===== src/rtl/conv_ctrl_fsm_pkg.sv =====
// Shared types and helpers for the convolution PE-array controller.
// Latency: n/a (declarations only).
// Backpressure: n/a.
package conv_ctrl_pkg;

    typedef enum logic [2:0] {
        IDLE,
        COMPUTE,
        END_ROW,
        END_CHANNEL,
        END_FILTER,
        DONE
    } state_t;

    // Output feature map width/height for a square IFM and square kernel.
    function automatic int ofm_size(input int ifm, input int k, input int stride);
        return (ifm - k) / stride + 1;
    endfunction

endpackage


===== src/rtl/conv_ctrl_fsm_if.sv =====
// Control bundle between the pixel source / PE array and the conv controller.
// Latency: n/a (wiring only).
// Backpressure: in_valid low stalls the scan; no ready is returned.
interface conv_ctrl_fsm_if
    import conv_ctrl_pkg::*;
#(
    parameter int K     = 4,
    parameter int CNT_W = 8
);
    logic             start_conv;
    logic             abort;
    logic             in_valid;
    logic [K-1:0]     wr_en;
    logic [K-1:0]     rd_en;
    logic             wr_clr;
    logic             rd_clr;
    logic             psum_clr;
    logic             psum_acc;
    logic             ofm_valid;
    logic             busy;
    logic             done;
    logic [CNT_W-1:0] cnt_index;
    logic [CNT_W-1:0] cnt_line;
    logic [CNT_W-1:0] cnt_channel;
    logic [CNT_W-1:0] cnt_filter;

    modport master (
        output start_conv, abort, in_valid,
        input  wr_en, rd_en, wr_clr, rd_clr, psum_clr, psum_acc, ofm_valid,
        input  busy, done, cnt_index, cnt_line, cnt_channel, cnt_filter
    );

    modport slave (
        input  start_conv, abort, in_valid,
        output wr_en, rd_en, wr_clr, rd_clr, psum_clr, psum_acc, ofm_valid,
        output busy, done, cnt_index, cnt_line, cnt_channel, cnt_filter
    );
endinterface


===== src/rtl/conv_ctrl_fsm_axis_counter.sv =====
// Wrapping position counter for one scan axis (column or line) with stride-phase decode.
// Latency: count updates one cycle after en; last/phase decode the current count.
// Backpressure: holds while en is low; clr wins over en.
module conv_axis_counter
    import conv_ctrl_pkg::*;
#(
    parameter int LIMIT  = 9,
    parameter int K      = 4,
    parameter int STRIDE = 1,
    parameter int W      = 8
) (
    input  logic         clk1,
    input  logic         rst_n,
    input  logic         clr,
    input  logic         en,
    output logic [W-1:0] cnt,
    output logic         last,
    output logic         phase
);

    logic [31:0] cnt_ext;

    // Count 0..LIMIT-1 and wrap back to zero after the terminal value.
    always_ff @(posedge clk1 or negedge rst_n) begin
        if (!rst_n) begin
            cnt <= '0;
        end else if (clr) begin
            cnt <= '0;
        end else if (en) begin
            cnt <= last ? '0 : cnt + W'(1);
        end
    end

    assign last    = (cnt == W'(LIMIT - 1));
    assign cnt_ext = 32'(cnt);
    // High where a kernel window ends on this axis: past the first K-1 and on the stride grid.
    assign phase   = (cnt_ext >= 32'(K - 1)) &&
                     (((cnt_ext - 32'(K - 1)) % 32'(STRIDE)) == 32'd0);

endmodule


===== src/rtl/conv_ctrl_fsm.sv =====
// Layer scan controller: walks pixels, lines, channels and filters; drives line-buffer/PE/psum controls.
// Latency: enables are registered, 1 cycle after the accepted pixel; state decodes are immediate.
// Backpressure: in_valid low stalls the scan (counters hold, enables drop); abort returns to IDLE.
module conv_ctrl_fsm
    import conv_ctrl_pkg::*;
#(
    parameter int KERNEL_SIZE = 4,
    parameter int IFM_SIZE    = 9,
    parameter int STRIDE      = 1,
    parameter int CI          = 3,
    parameter int CO          = 4,
    parameter int CNT_W       = 8
) (
    input logic            clk1,
    input logic            rst_n,
    conv_ctrl_fsm_if.slave bus
);

    if (KERNEL_SIZE < 1 || IFM_SIZE < KERNEL_SIZE || STRIDE < 1) begin : g_bad_size
        $error("conv_ctrl_fsm: need KERNEL_SIZE>=1, IFM_SIZE>=KERNEL_SIZE, STRIDE>=1");
    end
    if ((ofm_size(IFM_SIZE, KERNEL_SIZE, STRIDE) - 1) * STRIDE + KERNEL_SIZE != IFM_SIZE) begin : g_bad_stride
        $error("conv_ctrl_fsm: (IFM_SIZE-KERNEL_SIZE) must be a multiple of STRIDE");
    end
    if (IFM_SIZE >= (1 << CNT_W) || CI >= (1 << CNT_W) || CO >= (1 << CNT_W)) begin : g_bad_width
        $error("conv_ctrl_fsm: CNT_W too narrow for IFM_SIZE/CI/CO");
    end

    state_t                 state;
    state_t                 state_nxt;
    logic                   accept;
    logic                   win;
    logic [CNT_W-1:0]       idx_cnt;
    logic [CNT_W-1:0]       line_cnt;
    logic [CNT_W-1:0]       ch_cnt;
    logic [CNT_W-1:0]       flt_cnt;
    logic                   idx_last;
    logic                   idx_phase;
    logic                   line_last;
    logic                   line_phase;
    logic                   ch_last;
    logic                   flt_last;
    logic [KERNEL_SIZE-1:0] wr_nxt;
    logic [KERNEL_SIZE-1:0] wr_q;
    logic [KERNEL_SIZE-1:0] rd_q;
    logic                   psum_clr_q;
    logic                   psum_acc_q;
    logic                   ofm_q;
    logic                   busy_c;
    logic                   done_c;
    logic                   row_clr_c;

    // A pixel is consumed only in COMPUTE; abort discards it.
    assign accept   = (state == COMPUTE) && bus.in_valid && !bus.abort;
    assign ch_last  = (ch_cnt == CNT_W'(CI - 1));
    assign flt_last = (flt_cnt == CNT_W'(CO - 1));

    conv_axis_counter #(
        .LIMIT (IFM_SIZE),
        .K     (KERNEL_SIZE),
        .STRIDE(STRIDE),
        .W     (CNT_W)
    ) u_index (
        .clk1 (clk1),
        .rst_n(rst_n),
        .clr  (bus.abort),
        .en   (accept),
        .cnt  (idx_cnt),
        .last (idx_last),
        .phase(idx_phase)
    );

    conv_axis_counter #(
        .LIMIT (IFM_SIZE),
        .K     (KERNEL_SIZE),
        .STRIDE(STRIDE),
        .W     (CNT_W)
    ) u_line (
        .clk1 (clk1),
        .rst_n(rst_n),
        .clr  (bus.abort),
        .en   (state == END_ROW),
        .cnt  (line_cnt),
        .last (line_last),
        .phase(line_phase)
    );

    // Channel and filter counters step once per END_CHANNEL / END_FILTER and wrap at the end.
    always_ff @(posedge clk1 or negedge rst_n) begin
        if (!rst_n) begin
            ch_cnt  <= '0;
            flt_cnt <= '0;
        end else if (bus.abort) begin
            ch_cnt  <= '0;
            flt_cnt <= '0;
        end else begin
            if (state == END_CHANNEL) ch_cnt  <= ch_last  ? '0 : ch_cnt + CNT_W'(1);
            if (state == END_FILTER)  flt_cnt <= flt_last ? '0 : flt_cnt + CNT_W'(1);
        end
    end

    // State register.
    always_ff @(posedge clk1 or negedge rst_n) begin
        if (!rst_n) state <= IDLE;
        else        state <= state_nxt;
    end

    // Next state: abort overrides everything, start is honoured only from IDLE.
    always_comb begin
        state_nxt = state;
        if (bus.abort) begin
            state_nxt = IDLE;
        end else begin
            case (state)
                IDLE:        if (bus.start_conv) state_nxt = COMPUTE;
                COMPUTE:     if (bus.in_valid && idx_last) state_nxt = END_ROW;
                END_ROW:     state_nxt = line_last ? END_CHANNEL : COMPUTE;
                END_CHANNEL: state_nxt = ch_last ? END_FILTER : COMPUTE;
                END_FILTER:  state_nxt = flt_last ? DONE : COMPUTE;
                DONE:        state_nxt = IDLE;
                default:     state_nxt = IDLE;
            endcase
        end
    end

    // State decodes: busy, done pulse and end-of-line pointer clears.
    always_comb begin
        busy_c    = (state != IDLE);
        done_c    = (state == DONE);
        row_clr_c = (state == END_ROW);
    end

    // Window / row-write decode on the position of the pixel being accepted.
    always_comb begin
        win = line_phase && idx_phase;
        for (int i = 0; i < KERNEL_SIZE; i++) begin
            wr_nxt[i] = accept && (line_cnt >= CNT_W'(i));
        end
    end

    // Register the per-pixel enables; non-accept cycles (stall, bubbles, abort) yield zeros.
    always_ff @(posedge clk1 or negedge rst_n) begin
        if (!rst_n) begin
            wr_q       <= '0;
            rd_q       <= '0;
            psum_clr_q <= 1'b0;
            psum_acc_q <= 1'b0;
            ofm_q      <= 1'b0;
        end else begin
            wr_q       <= wr_nxt;
            rd_q       <= {KERNEL_SIZE{accept && win}};
            psum_clr_q <= accept && win && (ch_cnt == '0);
            psum_acc_q <= accept && win && (ch_cnt != '0);
            ofm_q      <= accept && win && ch_last;
        end
    end

    assign bus.wr_en       = wr_q;
    assign bus.rd_en       = rd_q;
    assign bus.psum_clr    = psum_clr_q;
    assign bus.psum_acc    = psum_acc_q;
    assign bus.ofm_valid   = ofm_q;
    assign bus.wr_clr      = row_clr_c;
    assign bus.rd_clr      = row_clr_c;
    assign bus.busy        = busy_c;
    assign bus.done        = done_c;
    assign bus.cnt_index   = idx_cnt;
    assign bus.cnt_line    = line_cnt;
    assign bus.cnt_channel = ch_cnt;
    assign bus.cnt_filter  = flt_cnt;

endmodule


===== src/flat_wrapper.sv =====
// flat-port wrapper written by rule: the top's interface ports become plain ports
module conv_ctrl_fsm_flat import conv_ctrl_pkg::*;
#(
    parameter int KERNEL_SIZE = 4,
    parameter int IFM_SIZE    = 9,
    parameter int STRIDE      = 1,
    parameter int CI          = 3,
    parameter int CO          = 4,
    parameter int CNT_W       = 8
)
  (clk1, rst_n, bus_start_conv, bus_abort, bus_in_valid, bus_wr_en, bus_rd_en, bus_wr_clr, bus_rd_clr, bus_psum_clr, bus_psum_acc, bus_ofm_valid, bus_busy, bus_done, bus_cnt_index, bus_cnt_line, bus_cnt_channel, bus_cnt_filter);
  conv_ctrl_fsm_if #(.K(4), .CNT_W(CNT_W)) bus_i ();
  input logic clk1;
  input logic rst_n;
  input wire logic [$bits(bus_i.start_conv)-1:0] bus_start_conv;
  input wire logic [$bits(bus_i.abort)-1:0] bus_abort;
  input wire logic [$bits(bus_i.in_valid)-1:0] bus_in_valid;
  output wire logic [$bits(bus_i.wr_en)-1:0] bus_wr_en;
  output wire logic [$bits(bus_i.rd_en)-1:0] bus_rd_en;
  output wire logic [$bits(bus_i.wr_clr)-1:0] bus_wr_clr;
  output wire logic [$bits(bus_i.rd_clr)-1:0] bus_rd_clr;
  output wire logic [$bits(bus_i.psum_clr)-1:0] bus_psum_clr;
  output wire logic [$bits(bus_i.psum_acc)-1:0] bus_psum_acc;
  output wire logic [$bits(bus_i.ofm_valid)-1:0] bus_ofm_valid;
  output wire logic [$bits(bus_i.busy)-1:0] bus_busy;
  output wire logic [$bits(bus_i.done)-1:0] bus_done;
  output wire logic [$bits(bus_i.cnt_index)-1:0] bus_cnt_index;
  output wire logic [$bits(bus_i.cnt_line)-1:0] bus_cnt_line;
  output wire logic [$bits(bus_i.cnt_channel)-1:0] bus_cnt_channel;
  output wire logic [$bits(bus_i.cnt_filter)-1:0] bus_cnt_filter;
  assign bus_i.start_conv = bus_start_conv;
  assign bus_i.abort = bus_abort;
  assign bus_i.in_valid = bus_in_valid;
  assign bus_wr_en = bus_i.wr_en;
  assign bus_rd_en = bus_i.rd_en;
  assign bus_wr_clr = bus_i.wr_clr;
  assign bus_rd_clr = bus_i.rd_clr;
  assign bus_psum_clr = bus_i.psum_clr;
  assign bus_psum_acc = bus_i.psum_acc;
  assign bus_ofm_valid = bus_i.ofm_valid;
  assign bus_busy = bus_i.busy;
  assign bus_done = bus_i.done;
  assign bus_cnt_index = bus_i.cnt_index;
  assign bus_cnt_line = bus_i.cnt_line;
  assign bus_cnt_channel = bus_i.cnt_channel;
  assign bus_cnt_filter = bus_i.cnt_filter;
  conv_ctrl_fsm #(.KERNEL_SIZE(KERNEL_SIZE), .IFM_SIZE(IFM_SIZE), .STRIDE(STRIDE), .CI(CI), .CO(CO), .CNT_W(CNT_W)) u_core (.clk1(clk1), .rst_n(rst_n), .bus(bus_i));
endmodule

===== config.mk =====
export PLATFORM = sky130hd
export DESIGN_NAME = conv_ctrl_fsm_flat
export DESIGN_NICKNAME = d
export VERILOG_FILES = /design/src/rtl/conv_ctrl_fsm_pkg.sv /design/src/rtl/conv_ctrl_fsm_if.sv /design/src/rtl/conv_ctrl_fsm_axis_counter.sv /design/src/rtl/conv_ctrl_fsm.sv /design/src/flat_wrapper.sv
export SDC_FILE = /design/constraint.sdc
export NUM_CORES = 1
export LEC_CHECK = 0
export ABC_AREA = 1
export CORE_ASPECT_RATIO = 1.5
export CORE_MARGIN = 10
export CORE_UTILIZATION = 46
export CTS_CLUSTER_DIAMETER = 150
export DETAILED_ROUTE_END_ITERATION = 6
export PLACE_DENSITY = 0.73
export SYNTH_ARGS = -nofsm -noshare
export SYNTH_HDL_FRONTEND = slang
export SYNTH_SLANG_ARGS = --single-unit

===== constraint.sdc =====
create_clock -name clk1 -period 2.82 [get_ports clk1]
set_input_delay 0.705 -clock clk1 [delete_from_list [all_inputs] [get_ports clk1]]
set_output_delay 0.705 -clock clk1 [all_outputs]
set_load 0.03 [all_outputs]

# --- Yosys cells after proc, flatten, opt, wreduce, memory -nomap -nowiden ---
# Cells that the tools add are included.
classes:
  muxes: 19
  order_cmp: 6
  reduce_logical: 22
  n_addsub: 4
  n_eq_ne: 11
op_table:
  columns: ["cell", "count"]
  rows:
  - ["2-to-1 mux 8 bit", 12]
  - ["adder 8 x 1 -> 8 bit, second input constant", 4]
  - [">= comparator 8 x 2 -> 1 bit, second input constant", 4]
  - ["equality test 8 x 2 -> 1 bit, second input constant", 2]
  - ["equality test 8 x 4 -> 1 bit, second input constant", 2]
  - [">= comparator 8 x 1 -> 1 bit, second input constant", 2]
  - ["2-to-1 mux 3 bit", 5]
  - ["one-hot mux 3 bit (5 select lines)", 1]
  - ["logical AND 1 bit", 12]
  - ["zero test 8 bit", 1]
  - ["nonzero test 2 bit", 4]
  - ["nonzero test 8 bit", 1]
  - ["equality test 3 x 2 -> 1 bit, second input constant", 2]
  - ["equality test 3 bit, second input constant", 2]
  - ["!= test 3 bit, second input constant", 2]
  - ["equality test 3 x 1 -> 1 bit, second input constant", 1]
  - ["zero test 3 bit", 1]
  - ["nonzero test 3 bit", 1]
  - ["2-to-1 mux 2 bit", 1]
  - ["AND reduction 2 bit", 1]
  - ["zero test 1 bit", 1]
word_totals:
  word_cells: 72
  out_inout_bits: 47
  register_bits: 43
  input_bits: 5

# --- Longest topological paths before layout ---
logic_depth:
  word_depth: 5
  ltp_mapped: 8
  ltp_nobuf: 8

# --- Cells and area by module ---
# A second synthesis with hierarchy kept.
hier_totals:
  cells_unflattened: 355
  hier_area_um2: 2706.3
by_module_without_submodules:
  columns: ["module", "cells_per_inst", "seq_area_each_um2", "instances", "area_each_um2"]
  rows:
  - ["conv_ctrl_fsm", 217, 675.6, 1, 1640.3]
  - ["conv_axis_counter", 69, 200.2, 2, 533.0]

# --- Worst setup path before layout ---
# OpenSTA, ideal clock, no wires.
synth_timing:
  kind: "register to output"
  start: "register u_core.state[2]"
  end: "output port bus_done"
  path_slack_ps: 938
  path_stages_with_launch: 3
  arrival_ps: 1177
  path_cell_list: "dfrtp_1 -> inv_1 -> nor3_1"
synth_between:
  elab_chain_len: 1
synth_rtl:
  columns: ["item", "line_no", "source"]
  rows:
  - ["start, declared", "conv_ctrl_fsm.sv:29", "state_t state;"]
  - ["start signal, assigned", "conv_ctrl_fsm.sv:105", "else state <= state_nxt;"]
  - ["equality test 3 bit", "conv_ctrl_fsm.sv:129", "done_c = (state == DONE);"]
  - ["end, declared", "flat_wrapper.sv:26", "output wire logic [$bits(bus_i.done)-1:0] bus_done;"]
# Every way passes these cells.

# --- Final worst setup path ---
layout_timing:
  start: "register u_core.state[2]"
  end: "output port bus_wr_clr"
layout_between:
  elab_chain_len: 1
layout_rtl:
  columns: ["item", "line_no", "source"]
  rows:
  - ["equality test 3 x 2 -> 1 bit", "conv_ctrl_fsm.sv:130", "row_clr_c = (state == END_ROW);"]
  - ["end, declared", "flat_wrapper.sv:20", "output wire logic [$bits(bus_i.wr_clr)-1:0] bus_wr_clr;"]
# Every way passes these cells.

==> impl_metrics.ini <==
[die]
die_width_um = 79.3
coreArea_um2 = 5120
rows = 32
die_area_um2 = 8640
pin_count = 52
die_height_um = 109
initial_utilization = 0.473

[cts]
clk_pin_slew_worst_paths_ns = 0.09
post-cts-setup-buffers = 0
clock_latency_ns = 0.30
hold_buffers = 0
cts_sinks = 43
ctsResizeCount = 0
cts_tree = built
cts.htree.levels = 2
cts_buffers = 5
cts-root-buf = clkbuf_8
clockBufferDepth = 2

[critical_path]
r2r_start = u_core.u_line.cnt[0]
crit_chain = inv_1 -> nand3_1 -> inv_1 -> clkdlybuf4s50_1
end_kind = output pin
critical_path_buf_inv_count = 3
crit_fanout = 5
crit_family = buffers and inverters
cp_slowest_stage_delay_ns = 0.70
slowest_stage = clkdlybuf4s50_1
required_ns = 2.12
cp_common_cell = inv_1
critPathLaunchType = flip-flop
criticalPathCategory = flip-flop to output pin
cp.arrival_ns = 1.81
crit_start = u_core.state[2]

[logic_synthesis]
synth_nets = 325
netlist_instances = 309
ys_warn_count = 0
syn-cell-area_um2 = 2420
synth.distinct_cells = 31
synth_top_area_frac = 0.444
synth_area_leaders = dfrtp_1 44%, nand2_1 9.9%, inv_1 7.4%, ha_1 5.7%, nand3_1 5.4%
avgSynthCellArea_um2 = 7.85
ys_seq_area_frac = 0.444
yosys.area.top_type = dfrtp_1
synth_seq_cells = 43

[sta]
drv_slew = 0
setup_tns_ns = 0
finalCritPeriodShare = 0.890
fin_skew_ns = 0.00915
max_freq_mhz = 398
slew_headroom = 0.673
grt_setup_unrepaired = no
finalSetupViolCount = 0
setup_ws_ns = 0.309
period_needed_ns = 2.51
worst_pin_slew_ns = 0.491
hold_violations = 0

[power]
leakagePower_nw = 1.44
power_density_nw_per_um2 = 486
swShare = 0.285
intPower_mw = 1.09
netSwitchingPower_mw = 0.433
ir_worst_vdd_v = 0.000300
clkPwrFrac = 0.375
combinationalPowerShare = 0.188
power_frac_seq = 0.437

[routing]
ant_nets = 0
drc = 0
num_vias = 2190
wl_per_cell_um = 13.1
drt-total-wl_um = 5670
first_pass_iters = 5
viasPerCell = 5.06
drt_iter0_markers = 89

[finish]
area_delta_synth_final_pct = 28.9
fillers = 497
final_cell_mix = 64 x nand2_1, 50 x clkdlybuf4s50_1, 48 x inv_1
nets = 380
diodes = 0
mostFrequentLayoutCell = nand2_1
drive_gt1_frac = 0.0740

[global_routing]
grtUsageTotal = 0.138
first_global_vias = 2233
antenna_found_initial = 0
grt_overflow = 0
grt_max_degree = 23
grt_pass1_wl_um = 9830

[placed_design]
post-place-ws_ns = 0.617
io_buffers = 51
hpwl_um = 4360
place.gp.congestion = 0.858

[min_path]
hold_class = primary input to asynchronous set/reset pin

[run]
cap_violations = 0

[status]
status = completed
-- metrics by stage --
step            util  area, um2  power, mW  hold slack [ns]  std cells
4_1_cts        0.610       3130       1.54            0.365        433
5_1_grt        0.610       3130       1.59            0.389        433
3_5_place_dp   0.584       2990      0.964            0.525        425
2_1_floorplan      -       2420      0.856            0.409        309
3_3_place_gp   0.584       2990      0.961            0.518        425
6_report       0.610       3130       1.52            0.360        433
-- layer usage --
metal	vias up	part of all wire	wire (um)	global-route usage
met5	-	0	0	0
met4	0	0.0088	50	0.0437
met3	6	0.053	301	0.0412
met2	39	0.52	2970	0.252
met1	1043	0.41	2340	0.148
li1	1102	-	-	-
-- sequential cells by signal, summed over array words and instances, names as in the netlist --
register,flops
u_core.u_line.cnt,8
u_core.bus.wr_en,4
u_core.state,3
u_core.bus.psum_clr,1
u_core.bus.cnt_filter,8
u_core.bus.cnt_channel,8
u_core.u_index.cnt,8
u_core.bus.rd_en,1
u_core.bus.ofm_valid,1
u_core.bus.psum_acc,1
-- worst paths after layout --
check | end | depth (start not counted) | slack [ns]
max | bus_wr_clr | 4 | 0.31
min | u_core.u_index.cnt[0] | 1 | 0.36
max reg2reg | u_core.u_line.cnt[6] | 7 | 1.23
min reg2reg | u_core.bus.cnt_filter[0] | 1 | 0.53
max in group asynchronous | u_core.u_index.cnt[3] | 2 | 1.77
min in group clk1 | u_core.bus.cnt_filter[0] | 1 | 0.53
-- cell usage after synthesis --
cell type	count
a21oi_1	18
a21oi_4	1
a22o_1	1
a22oi_1	1
a31oi_1	4
buf_4	4
dfrtp_1	43
ha_1	11
inv_1	48
inv_2	4
nand2_1	64
nand2_2	2
nand2_4	1
nand3_1	26
nand3_2	1
nand3_4	1
nand3b_1	1
nand4_1	3
nor2_1	30
nor2_2	5
nor2_4	1
nor3_1	5
nor3_4	1
nor4_1	1
o21ai_0	12
o21ai_1	8
o21ai_2	1
o22ai_1	6
or2_1	1
xnor2_1	1
xor2_1	3
-- worst reg2reg max path, cell delays in order (launching register included) --
cell	delay (ns)
dfrtp_1	0.48
inv_1	0.12
ha_1	0.21
nand3_1	0.08
nor2_1	0.06
nor2_1	0.27
nand2_1	0.16
o21ai_1	0.14
-- kinds of logic after synthesis --
group,synth area share
compound gates,0.121
fa+ha+maj,0.0568
buf+inv,0.0929
simple gates,0.271
flops,0.444
xor+xnor,0.0145
-- final cells by class --
| class | count | area, um2 | area share |
|---|---|---|---|
| Multi-Input combinational cell | 210 | 1120 | 0.359 |
| Tap cell | 68 | 85.1 | 0.0272 |
| Inverter | 52 | 195 | 0.0624 |
| Clock buffer | 6 | 72.6 | 0.0232 |
| Clock inverter | 2 | 60.1 | 0.0192 |
| Sequential cell | 43 | 1080 | 0.344 |
| Timing Repair Buffer | 52 | 513 | 0.164 |
-- power by group through the flow --
| stage | combinational (mW) | sequential [mW] | clock [mW] |
|---|---|---|---|
| finish | 0.285 | 0.664 | 0.570 |
| global route | 0.316 | 0.669 | 0.609 |
| CTS | 0.290 | 0.665 | 0.582 |
| detailed placement | 0.288 | 0.677 | 0 |
| global placement | 0.285 | 0.675 | 0 |
| floorplan | 0.160 | 0.696 | 0 |
(Power assumes the default switching activity.)
